===== config.mk =====
export PLATFORM = sky130hd
export DESIGN_NAME = serial_subtractor
export DESIGN_NICKNAME = d
export VERILOG_FILES = /design/src/rtl/serial_subtractor.sv
export SDC_FILE = /design/constraint.sdc
export NUM_CORES = 1
export LEC_CHECK = 0
export CAP_MARGIN = 20
export CORE_ASPECT_RATIO = 1.4
export CORE_MARGIN = 5
export CORE_UTILIZATION = 26
export DETAILED_ROUTE_END_ITERATION = 10
export DONT_BUFFER_PORTS = 1
export PLACE_DENSITY = 0.4
export REMOVE_ABC_BUFFERS = 1
export SYNTH_ARGS = -nofsm -noshare
export SYNTH_HDL_FRONTEND = slang
export SYNTH_SLANG_ARGS = --single-unit

===== constraint.sdc =====
create_clock -name clk -period 3.2 [get_ports clk]
set_clock_uncertainty 0.05 [all_clocks]
set_input_delay 0.32 -clock clk [delete_from_list [all_inputs] [get_ports clk]]
set_output_delay 0.32 -clock clk [all_outputs]
set_load 0.005 [all_outputs]

===== src/rtl/serial_subtractor.sv =====
// rtl/serial_subtractor.sv - bit-serial A - B - Bin subtractor with valid/ready handshakes
module serial_subtractor #(
    parameter int WIDTH = 8,
    parameter int CNT_W = $clog2(WIDTH)
) (
    input  logic             clk,
    input  logic             rst_n,
    input  logic             in_valid,
    output logic             in_ready,
    input  logic [WIDTH-1:0] a,
    input  logic [WIDTH-1:0] b,
    input  logic             bin,
    output logic             out_valid,
    input  logic             out_ready,
    output logic [WIDTH-1:0] diff,
    output logic             bout,
    output logic             ovf,
    output logic             zero
);

    typedef enum logic [1:0] {
        IDLE = 2'd0,
        RUN  = 2'd1,
        DONE = 2'd2
    } state_t;

    state_t           state_q;
    state_t           state_d;
    logic [WIDTH-1:0] a_sh;
    logic [WIDTH-1:0] b_sh;
    logic [WIDTH-1:0] d_sh;
    logic [WIDTH-1:0] d_next;
    logic [WIDTH-1:0] diff_q;
    logic [CNT_W-1:0] cnt;
    logic             a_msb;
    logic             b_msb;
    logic             br;
    logic             br_next;
    logic             g;
    logic             p;
    logic             di;
    logic             last;
    logic             bout_q;
    logic             ovf_q;
    logic             zero_q;
    logic             out_valid_q;

    // Borrow generate/propagate on the current LSB of the operand shifters
    assign g       = ~a_sh[0] & b_sh[0];
    assign p       = ~(a_sh[0] ^ b_sh[0]);
    assign di      = a_sh[0] ^ b_sh[0] ^ br;
    assign br_next = g | (p & br);
    assign d_next  = {di, d_sh[WIDTH-1:1]};
    assign last    = (state_q == RUN) && (cnt == CNT_W'(WIDTH - 1));

    always_comb begin
        state_d = state_q;
        case (state_q)
            IDLE:    if (in_valid)  state_d = RUN;
            RUN:     if (last)      state_d = DONE;
            DONE:    if (out_ready) state_d = IDLE;
            default:                state_d = IDLE;
        endcase
    end

    // Result lives in a separate working shifter so visible outputs hold during RUN
    always_ff @(posedge clk) begin
        if (!rst_n) begin
            state_q     <= IDLE;
            a_sh        <= '0;
            b_sh        <= '0;
            d_sh        <= '0;
            diff_q      <= '0;
            cnt         <= '0;
            a_msb       <= 1'b0;
            b_msb       <= 1'b0;
            br          <= 1'b0;
            bout_q      <= 1'b0;
            ovf_q       <= 1'b0;
            zero_q      <= 1'b0;
            out_valid_q <= 1'b0;
        end else begin
            state_q <= state_d;
            case (state_q)
                IDLE: begin
                    if (in_valid) begin
                        a_sh  <= a;
                        b_sh  <= b;
                        d_sh  <= '0;
                        a_msb <= a[WIDTH-1];
                        b_msb <= b[WIDTH-1];
                        br    <= bin;
                        cnt   <= '0;
                    end
                end
                RUN: begin
                    a_sh <= a_sh >> 1;
                    b_sh <= b_sh >> 1;
                    d_sh <= d_next;
                    br   <= br_next;
                    cnt  <= cnt + CNT_W'(1);
                    if (last) begin
                        diff_q      <= d_next;
                        bout_q      <= br_next;
                        ovf_q       <= (a_msb != b_msb) && (d_next[WIDTH-1] != a_msb);
                        zero_q      <= (d_next == '0);
                        out_valid_q <= 1'b1;
                    end
                end
                DONE: begin
                    if (out_ready) out_valid_q <= 1'b0;
                end
                default: out_valid_q <= 1'b0;
            endcase
        end
    end

    assign in_ready  = (state_q == IDLE);
    assign out_valid = out_valid_q;
    assign diff      = diff_q;
    assign bout      = bout_q;
    assign ovf       = ovf_q;
    assign zero      = zero_q;

endmodule


# Word level (Yosys, flattened, before mapping)
# Cells that the tools add are included.
[op_classes]
n_addsub = 1
eq_ne = 8
muxes = 17
n_bitwise = 8
reduce_logical = 10
[op_table]
columns = ["operator", "count"]
rows = [
  ["8-bit one-hot mux with 2 select lines", 3],
  ["8-bit 2-to-1 mux", 3],
  ["8-bit zero test", 1],
  ["2-bit 2-to-1 mux", 3],
  ["2-bit != test, second input constant", 3],
  ["2-bit one-hot mux with 3 select lines", 1],
  ["3-bit one-hot mux with 2 select lines", 1],
  ["2-bit AND reduction", 3],
  ["3-bit AND reduction", 2],
  ["3-bit by 1-bit adder with 3-bit output, second input constant", 1],
  ["3-bit == test, second input constant", 1],
  ["1-bit 2-to-1 mux", 3],
  ["3-bit 2-to-1 mux", 1],
  ["1-bit inverter", 3],
  ["1-bit one-hot mux with 3 select lines", 1],
  ["1-bit AND", 2],
  ["2-bit by 1-bit == test with 1-bit output, second input constant", 1],
  ["2-bit == test, second input constant", 1],
  ["1-bit logical AND", 2],
  ["2-bit zero test", 1],
  ["1-bit != test", 2],
  ["1-bit one-hot mux with 2 select lines", 1],
  ["2-bit nonzero test", 1],
  ["1-bit XOR", 2],
  ["1-bit bitwise OR", 1],
]
[totals]
register_bits = 44
in_bits = 21
output_inout_bits = 13
elab_cells = 57

# Longest topological paths before layout
# Gate-level depths: netlist (run 1).
[depth]
depth_word = 5
ltp_mapped = 7
mapped_depth_nobuf = 5

# Worst setup path before layout (run 1)
# OpenSTA, ideal clock, no wires.
[synth_timing]
path_kind = "register to register"
startpoint = "reg cnt[0]"
endpoint = "reg bout_q, in the netlist bout"
setup_time_ns = 0.116
arrival_ns = 1.293
t_required_ns = 3.034
path_slack_ns = 1.741
stages_incl_launch_ff = 7
path_buffers = 2
period_less_slack_ns = 1.459
cell_sequence = "dfxtp_1 -> ha_1 -> ha_1 -> and3b_1 -> buf_2 -> buf_6 -> o211a_1"
[synth_between]
elab_chain_len = 3
[synth_lines]
columns = ["item", "line", "source"]
rows = [
  ["from (decl)", "34", "logic [CNT_W-1:0] cnt;"],
  ["from (signal assigned)", "101", "cnt <= cnt + CNT_W'(1);"],
  ["3-bit == test", "54", "assign last = (state_q == RUN) && (cnt == CNT_W'(WIDTH - 1));"],
  ["1-bit logical AND", "54", ""],
  ["2-bit AND reduction (no source line)", "-", ""],
  ["to (signal assigned)", "104", "bout_q <= br_next;"],
  ["to (decl)", "43", "logic bout_q;"],
]
# Every way passes these cells.
# A chain may end at the register's enable or synchronous reset.

# Final worst setup path (run 1)
[layout_timing]
startpoint = "reg state_q[0]"
endpoint = "reg a_sh[0]"
[layout_between]
elab_chain_len = 3
word_cells_on_any_way = 6
cone_classes = "eq/ne: 2; mux: 1; reduce/logical: 3"
[layout_lines]
columns = ["item", "line", "source"]
rows = [
  ["from (decl)", "27", "state_t state_q;"],
  ["from (signal assigned)", "83", "state_q <= state_d;"],
  ["2-bit by 1-bit == test with 1-bit output / 2-bit zero test (equally long branches)", "84", "case (state_q)"],
  ["2-bit nonzero test (no source line) / 2-bit != test (equally long branches)", "-", ""],
  ["2-bit AND reduction (no source line)", "-", ""],
  ["to (signal assigned)", "97", "a_sh <= a_sh >> 1;"],
  ["to (decl)", "29", "logic [WIDTH-1:0] a_sh;"],
]
# Parallel ways exist; a longest one is shown, timed or not.

==> results.py, run 1 <==
metrics = {
    "drt": {
        "drt-pass1-iter-count": 4,
        "avgViaCountPerCell": 4.58,
        "wire_per_inst_um": 14.2,
        "final_antenna_net_count": 0,
        "wl_um": 4070,
        "via_count": 1311,
        "drt_iter0_drc": 46,
        "drc": 0,
    },
    "run_status": {
        "outcome": "finished clean",
    },
    "global_route": {
        "grtUsageTotal_pct": 9.11,
        "first_global_vias": 1348,
        "grt_use_met2_pct": 14.9,
        "grt_pass1_wl_um": 6770,
        "grt-busiest-layer": "met2",
        "gr-total-overflow": 0,
        "grt_antenna_before_repair": 0,
        "globalRouteMet3Util_pct": 4.99,
        "met1_usage_pct": 9.77,
        "grt_start_max_net_pins": 46,
    },
    "floorplanning": {
        "dieWidth_um": 83.2,
        "initial_utilization_pct": 26.6,
        "rows": 37,
        "core_area_um2": 7310,
        "dieArea_um2": 9350,
        "io_pins": 34,
        "die_h_um": 112,
    },
    "placed_design": {
        "dp_hpwl_um": 2820,
        "place_congestion": 0.661,
        "port_buffers": 0,
        "dp.cells": 279,
        "place_area_um2": 1960,
        "dp_slack_ns": 1.33,
    },
    "clocking": {
        "cts_tree": "done",
        "clk_pin_slew_worst_paths_ns": 0.08,
        "cts.sinks": 43,
        "cts_buffers": 5,
        "clock_latency_ns": 0.29,
        "cts_max_level": 2,
        "post_cts_buffers": 0,
        "hold_buffers": 0,
        "ctsResizeCount": 0,
        "cts_root_buf": "clkbuf_8",
        "clockBufferDepth": 2,
    },
    "synthesis": {
        "ys_seq_area_share_pct": 44.2,
        "synth_area_leaders": "dfxtp_1, mux2i_1, o211a_1",
        "synth_edf_count": 0,
        "netlist_instances": 197,
        "synth_top_area_cell": "dfxtp_1",
        "yosysWarnings": 0,
        "syn_avg_cell_area_um2": 9.89,
        "ys_seq_elements": 43,
        "syn_area_um2": 1950,
        "yosys_most_used_dff": "dfxtp_1",
        "ys_types": 34,
        "async_flop_share_pct": 0,
        "synthDominantCellAreaShare_pct": 44.2,
    },
    "sta": {
        "fin_ws_ns": 1.39,
        "fmax_mhz": 554,
        "fin_crit_sh_pct": 56.4,
        "fin_tns_setup_ns": 0,
        "setup_viol": 0,
        "maxSlewHeadroom_pct": 35.1,
        "tightest_slew_ns": 0.972,
        "rsz0062_at_grt": "no",
        "hold_violations": 0,
        "final_max_slew_viol_count": 0,
        "period_needed_ns": 1.81,
    },
    "final_layout": {
        "fin_area_um2": 2040,
        "syn2layout_area_growth_pct": 4.88,
        "fin_cells": 286,
        "fillerInstances": 819,
        "final_cell_mix": "dfxtp_1, nand2_1, mux2i_1",
        "drive_gt1_share_pct": 5.29,
        "nets": 214,
        "final_common_cell": "dfxtp_1",
        "n_antenna_cell": 0,
    },
    "setup_path": {
        "worst_path_largest_cell_delay_ns": 0.78,
        "path_cells": "o21ba_1 -> nand2_1 -> and3_1",
        "critPathRequiredTime_ns": 3.34,
        "cp_num_buf_inv": 0,
        "path_max_fanout": 27,
        "cp_data_arrival_time_ns": 1.95,
        "slowest_stage": "o21ba_1",
        "criticalPathCategory": "reg2reg",
        "startpoint_type": "flip-flop",
        "critPathCaptureType": "flip-flop",
        "crit_family": "compound AO/OA/AOI/OAI gates",
    },
    "power": {
        "intPower_uw": 780,
        "p_sw_uw": 246,
        "pwr-share-seq_pct": 56.2,
        "p_leak_uw": 0.000884,
        "powerDensity_nw_per_um2": 502,
        "vdd_ir_drop_max_uv": 163,
        "netSwitchingFraction_pct": 24.0,
        "power_uw": 1030,
        "comb_power_share_pct": 10.0,
        "clkPwrFrac_pct": 33.8,
    },
    "job": {
        "cap_violations": 0,
    },
    "hold_path": {
        "hp-class": "in2reg",
    },
}
cells in the mapped netlist (2+ instances only):
| library cell | count |
|---|---|
| a21boi_0 | 2 |
| a21boi_1 | 7 |
| a22o_1 | 3 |
| a22oi_1 | 9 |
| a32o_1 | 2 |
| and3_1 | 3 |
| buf_2 | 4 |
| buf_6 | 7 |
| clkbuf_1 | 4 |
| dfxtp_1 | 43 |
| fa_1 | 2 |
| ha_1 | 2 |
| inv_1 | 8 |
| mux2i_1 | 17 |
| nand2_1 | 35 |
| nand3b_1 | 2 |
| nor2b_1 | 14 |
| nor4_1 | 2 |
| o211a_1 | 14 |
| o21ai_0 | 3 |
state kept, by name, summed over array words and instances, names as in the netlist, 2 cells and up:
register,count
diff,8
cnt,3
b_sh,8
state_q,2
a_sh,8
d_sh,7
cell families after synthesis:
family,count (synthesis),share of synthesized area [%]
DFF,43,44.2
AOI/OAI and AO/OA,45,19.2
muxes,17,8.73
buffers and inverters,24,7.77
and+or+nand+nor,64,16.8
adders and majority gates,4,3.34
metrics by stage:
stage	hold WS, ns	util (%)
after floorplan	0.398	-
after global placement	0.407	26.7
after detailed placement	0.410	26.7
after CTS	0.0862	27.9
after global routing	0.0864	27.9
final	0.101	27.9
path summary, 6_finish.rpt:
check,from,end,slack (ns),cells after the start
setup / recovery,state_q[0],a_sh[0],1.39,3
setup reg to reg,state_q[0],a_sh[0],1.39,3
hold / removal,rst_n,b_sh[2],0.10,1
hold reg to reg,diff[2],diff[2],0.42,2
layer usage:
| layer | up-vias | wire length [um] | share of wire (%) |
|---|---|---|---|
| li1 | 669 | - | - |
| met1 | 600 | 1740 | 43 |
| met2 | 35 | 1910 | 47 |
| met3 | 7 | 347 | 8.5 |
| met4 | 0 | 74 | 1.8 |
| met5 | - | 0 | 0 |
power groups by stage:
stage          combinational (uW)  clock (uW)  sequential, uW
2_1_floorplan                80.3           0             589
3_3_place_gp                  104           0             589
3_5_place_dp                  105           0             590
4_1_cts                       105         372             577
5_1_grt                       115         395             580
6_report                      103         347             576
area by class of cell:
| type | instances | area, um2 | area share, % |
|---|---|---|---|
| inverters | 8 | 30.0 | 1.47 |
| repair buffers | 1 | 7.51 | 0.367 |
| well taps | 97 | 121 | 5.94 |
| clock buffers | 6 | 82.6 | 4.04 |
| flip-flops and latches | 43 | 861 | 42.1 |
| multi-input cells | 130 | 936 | 45.8 |
| clock inverters | 1 | 5.00 | 0.245 |
Note: power is estimated with default switching activity, not from simulation.
==> run 2, diff against run 1 <==
--- a/config.mk
+++ b/config.mk
@@ -11,7 +11,7 @@
 export CORE_UTILIZATION = 26
 export DETAILED_ROUTE_END_ITERATION = 10
 export DONT_BUFFER_PORTS = 1
-export PLACE_DENSITY = 0.4
+export PLACE_DENSITY = 0.42
 export REMOVE_ABC_BUFFERS = 1
 export SYNTH_ARGS = -nofsm -noshare
 export SYNTH_HDL_FRONTEND = slang
==> constraint.sdc (replaced) <==
create_clock -name clk -period 1.6 [get_ports clk]
set_clock_uncertainty 0.05 [all_clocks]
set_input_delay 0.16 -clock clk [delete_from_list [all_inputs] [get_ports clk]]
set_output_delay 0.16 -clock clk [all_outputs]
set_load 0.005 [all_outputs]
==> run 2 against run 1 <==
- routed wire length grew 1.7%
- non-clock buffer count increased by 7
- total power is 120% higher
- worst setup slack got worse by 1.3 ns
- via count rose by 3.0%
- global-route usage rose by 0.080 points
- cell count is 2.4% higher
- design area up 5.0%
- utilization up 1.4 points
- sequential share of layout area shrank 2.0 points
- largest cell class unchanged
- register-to-register slack got worse by 1.3 ns
- flip-flop and latch count stayed put
==> results.py, run 2 (synthesized netlist as in run 1, its figures left out) <==
metrics = {
    "final_layout": {
        "drive_gt1_share_pct": 7.14,
        "nets": 221,
        "fin_util_pct": 29.3,
        "fin_cells": 293,
        "fillerInstances": 815,
        "syn2layout_area_growth_pct": 10.1,
        "final_common_cell": "dfxtp_1",
        "final_cell_mix": "dfxtp_1, nand2_1, mux2i_1",
        "n_antenna_cell": 0,
        "fin_area_um2": 2140,
    },
    "sta": {
        "fin_crit_sh_pct": 91.4,
        "fin_tns_setup_ns": 0,
        "hold_violations": 0,
        "setup_viol": 0,
        "final_max_slew_viol_count": 0,
        "rsz0062_at_grt": "no",
        "fmax_mhz": 684,
        "maxSlewHeadroom_pct": 72.2,
        "holdWs_ns": 0.0656,
        "tightest_slew_ns": 0.418,
        "period_needed_ns": 1.46,
    },
    "global_route": {
        "grt_pass1_wl_um": 6920,
        "first_global_vias": 1392,
        "grt_antenna_before_repair": 0,
        "grt_start_max_net_pins": 45,
        "gr-total-overflow": 0,
        "grtUsageTotal_pct": 9.19,
    },
    "clocking": {
        "clk_pin_slew_worst_paths_ns": 0.08,
        "cts.sinks": 43,
        "clock_latency_ns": 0.29,
        "clockBufferDepth": 2,
        "cts_max_level": 2,
        "post_cts_buffers": 0,
        "cts_tree": "done",
        "cts_buffers": 5,
        "cts_root_buf": "clkbuf_8",
    },
    "drt": {
        "drt-pass1-iter-count": 4,
        "wl_um": 4130,
        "wire_per_inst_um": 14.1,
        "drc": 0,
        "avgViaCountPerCell": 4.61,
        "drt_iter0_drc": 49,
        "final_antenna_net_count": 0,
        "via_count": 1350,
    },
    "setup_path": {
        "path_cells": "ha_1 -> ha_1 -> and3b_2 -> o21ai_0 -> a31oi_1",
        "slowest_stage": "dfxtp_1",
        "critPathCaptureType": "flip-flop",
        "path_max_fanout": 14,
        "startpoint_type": "flip-flop",
        "criticalPathCategory": "reg2reg",
        "worst_path_largest_cell_delay_ns": 0.33,
        "cp_data_arrival_time_ns": 1.58,
        "critPathRequiredTime_ns": 1.72,
        "crit_top_cell": "ha_1",
    },
    "floorplanning": {
        "initial_utilization_pct": 26.6,
        "core_area_um2": 7310,
        "dieArea_um2": 9350,
        "io_pins": 34,
        "dieWidth_um": 83.2,
        "rows": 37,
        "die_h_um": 112,
    },
    "placed_design": {
        "port_buffers": 0,
        "dp.cells": 282,
        "place_area_um2": 1990,
        "dp_hpwl_um": 2740,
        "place_congestion": 0.667,
    },
    "power": {
        "p_leak_uw": 0.000929,
        "powerDensity_nw_per_um2": 1030,
        "vdd_ir_drop_max_uv": 563,
    },
    "run_status": {
        "outcome": "finished clean",
    },
    "job": {
        "cap_violations": 0,
    },
    "hold_path": {
        "hp-class": "in2reg",
    },
}
[run 2: cell type report]
| type | instances | area [um2] | share of cell area [%] |
|---|---|---|---|
| clock buffer | 6 | 72.6 | 3.38 |
| clock inverter | 1 | 30.0 | 1.40 |
| inverter | 8 | 30.0 | 1.40 |
| sequential | 43 | 861 | 40.1 |
| tap | 97 | 121 | 5.66 |
| multi-input combinational | 130 | 937 | 43.7 |
| timing repair buffer | 8 | 92.6 | 4.32 |
[run 2: metrics by stage]
stage	setup slack, ns	power (uW)
2_1_floorplan	-0.379	1340
3_3_place_gp	0.0324	1400
3_5_place_dp	-0.0273	1400
4_1_cts	0.122	2250
5_1_grt	0.000847	2340
6_report	0.138	2210
[run 2: routing by layer]
metal,vias to the layer above,wire [um],global-route usage [%]
li1,679,-,-
met1,636,1910,11.1
met2,30,1940,14.3
met3,5,237,3.74
met4,0,48,3.93
met5,-,0,0
[run 2: what timing repair did]
action                                 4_1_cts  5_1_grt
gates resized for setup                      1        0
hold buffers                                 4        0
endpoints found under the hold margin       43        0
setup endpoints to repair                    3        0
[run 2: worst paths after layout]
| check | from | to | slack (ns) | cells after the start |
|---|---|---|---|---|
| max | cnt[0] | ovf | 0.14 | 5 |
| max reg2reg | cnt[0] | ovf | 0.14 | 5 |
| min | a[7] | a_sh[7] | 0.07 | 2 |
| min reg2reg | diff[4] | diff[4] | 0.42 | 2 |
[run 2: power by group]
part | leakage [uW] | switching [uW] | internal (uW)
clock | 0.0000513 | 356 | 458
sequential | 0.000352 | 33.4 | 1120
combinational | 0.000526 | 121 | 122
total | 0.000929 | 511 | 1700
[run 2: worst max-delay path: cells and delay by family (launching register included)]
family	cells	cell delay, ns
AO/OA/AOI/OAI	2	0.24
adder cells (fa/ha/maj)	2	0.41
flip-flops	1	0.33
AND/OR/NAND/NOR	1	0.31
